==> src/rtl/toggle_cover_detect.sv <==
// Per-bit rise/fall edge detector driving toggle cover points, with sticky seen map and distinct-point count.
// Optional build macro TOGGLE_COVER_FIRST_ONLY_EN: report each cover point only once until clear.
module toggle_cover_detect #(
  parameter int unsigned W = 7
) (
  input  logic                            clock,
  input  logic                            reset,
  input  logic                            en,
  input  logic                            clear,
  input  logic [W-1:0]                    sig,
  output logic [2*W-1:0]                  valid,
  output logic [$clog2(2*W+1)-1:0]        covered_cnt,
  output logic                            all_covered
);

  localparam int unsigned NPTS  = 2 * W;
  localparam int unsigned CNT_W = $clog2(2 * W + 1);

  logic [W-1:0]     prev_q;
  logic             prev_vld;
  logic [NPTS-1:0]  seen_q;
  logic [NPTS-1:0]  valid_q;
  logic [CNT_W-1:0] cnt_q;

  logic [NPTS-1:0]  hit;
  logic [NPTS-1:0]  new_hit;
  logic [CNT_W-1:0] new_cnt;

  // Edge detect against last sample; gated until a real sample exists and while disabled.
  always_comb begin
    hit     = '0;
    new_hit = '0;
    new_cnt = '0;
    for (int i = 0; i < int'(W); i++) begin
      hit[2*i]   = sig[i] & ~prev_q[i];
      hit[2*i+1] = ~sig[i] & prev_q[i];
    end
    if (!prev_vld || !en) begin
      hit = '0;
    end
    new_hit = hit & ~seen_q;
    for (int j = 0; j < int'(NPTS); j++) begin
      new_cnt = new_cnt + CNT_W'(new_hit[j]);
    end
  end

  always_ff @(posedge clock) begin
    if (reset) begin
      prev_q   <= '0;
      prev_vld <= 1'b0;
      seen_q   <= '0;
      valid_q  <= '0;
      cnt_q    <= '0;
    end else begin
      prev_q   <= sig;
      prev_vld <= 1'b1;
      if (clear) begin
        seen_q  <= '0;
        valid_q <= '0;
        cnt_q   <= '0;
      end else begin
`ifdef TOGGLE_COVER_FIRST_ONLY_EN
        valid_q <= new_hit;
`else
        valid_q <= hit;
`endif
        seen_q  <= seen_q | hit;
        cnt_q   <= cnt_q + new_cnt;
      end
    end
  end

  assign valid       = valid_q;
  assign covered_cnt = cnt_q;
  assign all_covered = (cnt_q == CNT_W'(NPTS));

endmodule
==> config.mk <==
export PLATFORM = sky130hd
export DESIGN_NAME = toggle_cover_detect
export DESIGN_NICKNAME = d
export VERILOG_FILES = /design/src/rtl/toggle_cover_detect.sv
export SDC_FILE = /design/constraint.sdc
export NUM_CORES = 1
export LEC_CHECK = 0
export BUFFER_PORTS_ARGS = -buffer_cell sky130_fd_sc_hd__buf_2
export CAP_MARGIN = 20
export CORE_ASPECT_RATIO = 2
export CORE_MARGIN = 5
export CORE_UTILIZATION = 50
export DETAILED_ROUTE_END_ITERATION = 10
export GPL_TIMING_DRIVEN = 0
export PLACE_DENSITY = 0.7
export SYNTH_ARGS = -nofsm -noshare
export SYNTH_HDL_FRONTEND = slang
export SYNTH_SLANG_ARGS = --single-unit
export TNS_END_PERCENT = 1
==> constraint.sdc <==
create_clock -name clock -period 5 [get_ports clock]
set_clock_uncertainty 0.1 [all_clocks]
set_input_delay 0.5 -clock clock [delete_from_list [all_inputs] [get_ports clock]]
set_output_delay 0.5 -clock clock [all_outputs]
set_load 0.005 [all_outputs]
==> results.md <==
* Cell with the largest stage delay on the worst path: sky130_fd_sc_hd__fa_1
* Post-synth design cell area at 0.00166 mm²
* Aggregate global-route resource usage at 15.6%
* #FFs+latches synth at 40
* Relative contribution of the clock network to total power at 31.0%
* Headroom to the max-slew limit at 63.9%
* Required arrival time at the worst endpoint at 5.10 ns
* Gate Count Post-Synth at 164
* CP max stage delay at 0.54 ns
* Type of origin of the critical path: register
* Switching pwr at 0.000146 W
* Fin. max-slew vios at 0
* Clock-pin slew reported for the worst setup and hold paths after clock tree synthesis at 0.07 ns
* Worst setup path category: register to register
* CTS Hold Bufs at 0
* Routability Congestion at 0.796
* DP HPWL at 2.52 mm
* Cell Area, Placed at 0.00184 mm²
* Ranking of synthesized cells by instance count: 40 x sky130_fd_sc_hd__dfxtp_1, 27 x sky130_fd_sc_hd__nor2_1, 14 x sky130_fd_sc_hd__inv_1
* Number of setup violations in the final report at 0
* Antenna diode count at 0
* Width of the die at 50.7 µm
* Cell type with the largest total area after synthesis: sky130_fd_sc_hd__dfxtp_1
* Element type at the critical path end: register
* Resized cells post-CTS at 0
* Number of iterations in the first detailed-routing pass at 4
* Initial standard-cell utilization of the core at 52.0%
* Share of final-layout standard cells stronger than drive strength 1 at 20.2%
* Clock H-tree levels at 2
* Core region area at 0.00319 mm²
* # IOs at 30
* TritonCTS clock tree: yes
* Share of total power in combinational logic at 13.4%
* Total grt overflow at 0
* Setup slack of the most critical reg-to-reg path at 0.57 ns
* Setup repair after global routing missed its margin: no
* Port Buffer Count at 29
* Startpoint of the worst-slack reg-to-reg timing path: prev_vld
* Final core utilization at 59.9%
* Fraction of the cycle the final worst path needs at 88.6%
* Root buffer selected by CTS: sky130_fd_sc_hd__clkbuf_8
* Most common cell in the synthesized netlist: sky130_fd_sc_hd__dfxtp_1
* Share of the yosys chip area belonging to registers at 48.2%
* Total Die Area at 0.00464 mm²
* Area growth from synthesis to final layout at 15.2%
* Biggest fanout along the worst timing path at 8
* Hold slack at 0.335 ns
* Number of nets in the synthesized netlist at 190
* Via count of the first global-routing pass at 1302
* Hold Path Depth at 2
* Maximum operating frequency at 0.226 GHz
* End of the worst register-to-register path: covered_cnt[1]
* Count of cell types in the netlist at 23
* Number of placement rows at 29
* Crit path time final at 4.43 ns
* Hold Crit Start: reset
* Clk Latency, worst-skew pair at 0.28 ns
* Buffer levels on the longest clock path at 2
* WP data arrival at 4.53 ns
* Seq pwr share at 55.6%
* Number of buffers created by CTS at 5
* Remaining design rule violation count at 0
* Total via count after detailed routing at 1184
* Post-route ant nets at 0
* Area share of the leading cell type in the synthesized netlist at 48.2%
* Setup Total Neg Slack at 0 ns
* Post-synthesis area per instance at 10.1 µm²
* Number of vias per cell at 5.17
* Final net count at 226
* Global-route wire length before repair at 5.66 mm
* CTS sink count at 40
* Outcome: completed
* Number of cells on the worst reg-to-reg path at 11
* Routed length per instance at 13.6 µm
* Class of the tightest hold or removal check: primary input to register
* Post-CTS Setup Repair Bufs at 0
* Net switching share of the total power at 24.4%
* Largest net degree at the start of global routing at 11
* LEAKAGE at 0.881 nW
* Crit-path most repeated cell: sky130_fd_sc_hd__fa_1
* Maxcap violations at 0
* Layout Cell Area excl Fill at 0.00191 mm²
* Commonest register cell after synthesis: sky130_fd_sc_hd__dfxtp_1
* Chip height at 91.5 µm
* DRT iter0 DRCs at 20
* P_int at 0.000451 W
* Maximum vdd drop at 0.205 mV
* Worst Max-Slew Pin Slew at 0.541 ns
* Cell area power density at 312 mW/mm²
* Count of synthesis-stage warnings from yosys at 0
* Final hold viol count at 0
* Post-synth ARST share at 0%
* List of cells traversed by the critical path: nand2_1 -> or3_1 -> fa_1 -> fa_1 -> inv_1 -> fa_1 -> fa_1 -> fa_1 -> inv_1 -> fa_1 -> nor3_1
* Endpoint of the worst hold path: prev_q[6]
* Total detailed-routing wirelength at 3.11 mm
* Dominant cells by area after synthesis: sky130_fd_sc_hd__dfxtp_1 48%, sky130_fd_sc_hd__fa_1 12%, sky130_fd_sc_hd__nor2_1 6.1%
* Number of enable-type register cells in the synthesized netlist at 0
* Antenna violations before repair at 0
[layout by cell type (no fill, tap or decap), types with 2 or more instances in the layout]
| cell type | instances |
|---|---|
| sky130_fd_sc_hd__nand3_1 | 3 |
| sky130_fd_sc_hd__dfxtp_1 | 40 |
| sky130_fd_sc_hd__clkbuf_8 | 5 |
| sky130_fd_sc_hd__buf_2 | 33 |
| sky130_fd_sc_hd__nor2_1 | 27 |
| sky130_fd_sc_hd__nor2b_1 | 7 |
| sky130_fd_sc_hd__o21a_1 | 13 |
| sky130_fd_sc_hd__ha_1 | 5 |
| sky130_fd_sc_hd__inv_1 | 14 |
| sky130_fd_sc_hd__nand2b_1 | 13 |
| sky130_fd_sc_hd__nor3_1 | 13 |
| sky130_fd_sc_hd__or3_1 | 3 |
| sky130_fd_sc_hd__fa_1 | 10 |
| sky130_fd_sc_hd__a21oi_1 | 2 |
[registers in the layout (all words and copies together) (netlist names)]
name / cells
prev_q: 7
seen_q: 14
valid: 14
prev_vld: 1
covered_cnt: 4
[how the worst max path moves through the flow]
| stage | start | end | slack, ns | cells after the start |
|---|---|---|---|---|
| floorplan | en | covered_cnt[1] | 0.69 | 11 |
| global placement | en | covered_cnt[1] | 0.32 | 12 |
| detailed placement | en | covered_cnt[1] | 0.28 | 12 |
| CTS | prev_vld | covered_cnt[1] | 0.53 | 11 |
| global route | prev_vld | covered_cnt[1] | 0.39 | 13 |
| finish | prev_vld | covered_cnt[1] | 0.57 | 11 |
[layout make-up]
class	instances	area, µm²
flip-flops and latches	40	801
fillers	302	1280
plain buffers	5	23.8
clock buffers	5	68.8
well taps	31	38.8
inverters	14	52.6
repair buffers	29	145
multi-input cells	105	783
[cells by family after synthesis]
family          Yosys count  synth area share [%]
xor+xnor                  2                  1.88
buf+inv                  19                  4.60
flops                    40                  48.2
fa+ha+maj                15                  15.8
compound gates           16                  6.93
simple gates             72                  22.5
[per-stage QoR]
step	setup slack (ns)	cells	power [W]
floorplan	0.693	164	0.000395
global placement	0.325	224	0.000418
detailed placement	0.280	224	0.000421
CTS	0.526	229	0.000607
global route	0.385	229	0.000634
finish	0.571	229	0.000597
[critical path: cells and delay by family (launching register included)]
kind                     cells  cell delay, ns
adder cells (fa/ha/maj)      6            2.95
AND/OR/NAND/NOR              3            0.79
flip-flops                   1            0.35
buffers and inverters        2            0.14
[power groups by stage]
| stage | Combinational [W] | Sequential, W | Clock (W) |
|---|---|---|---|
| finish | 0.0000800 | 0.000332 | 0.000185 |
| global route | 0.0000938 | 0.000333 | 0.000208 |
| CTS | 0.0000826 | 0.000332 | 0.000193 |
| detailed placement | 0.0000815 | 0.000339 | 0 |
| global placement | 0.0000797 | 0.000339 | 0 |
| floorplan | 0.0000565 | 0.000339 | 0 |
[layer usage]
| metal | track usage (%) | up-vias | part of all wire, % |
|---|---|---|---|
| li1 | - | 593 | - |
| met1 | 17.2 | 546 | 37 |
| met2 | 26.1 | 34 | 54 |
| met3 | 4.10 | 11 | 5.4 |
| met4 | 8.32 | 0 | 3.5 |
| met5 | 0 | - | 0 |
(Power assumes the default switching activity.)
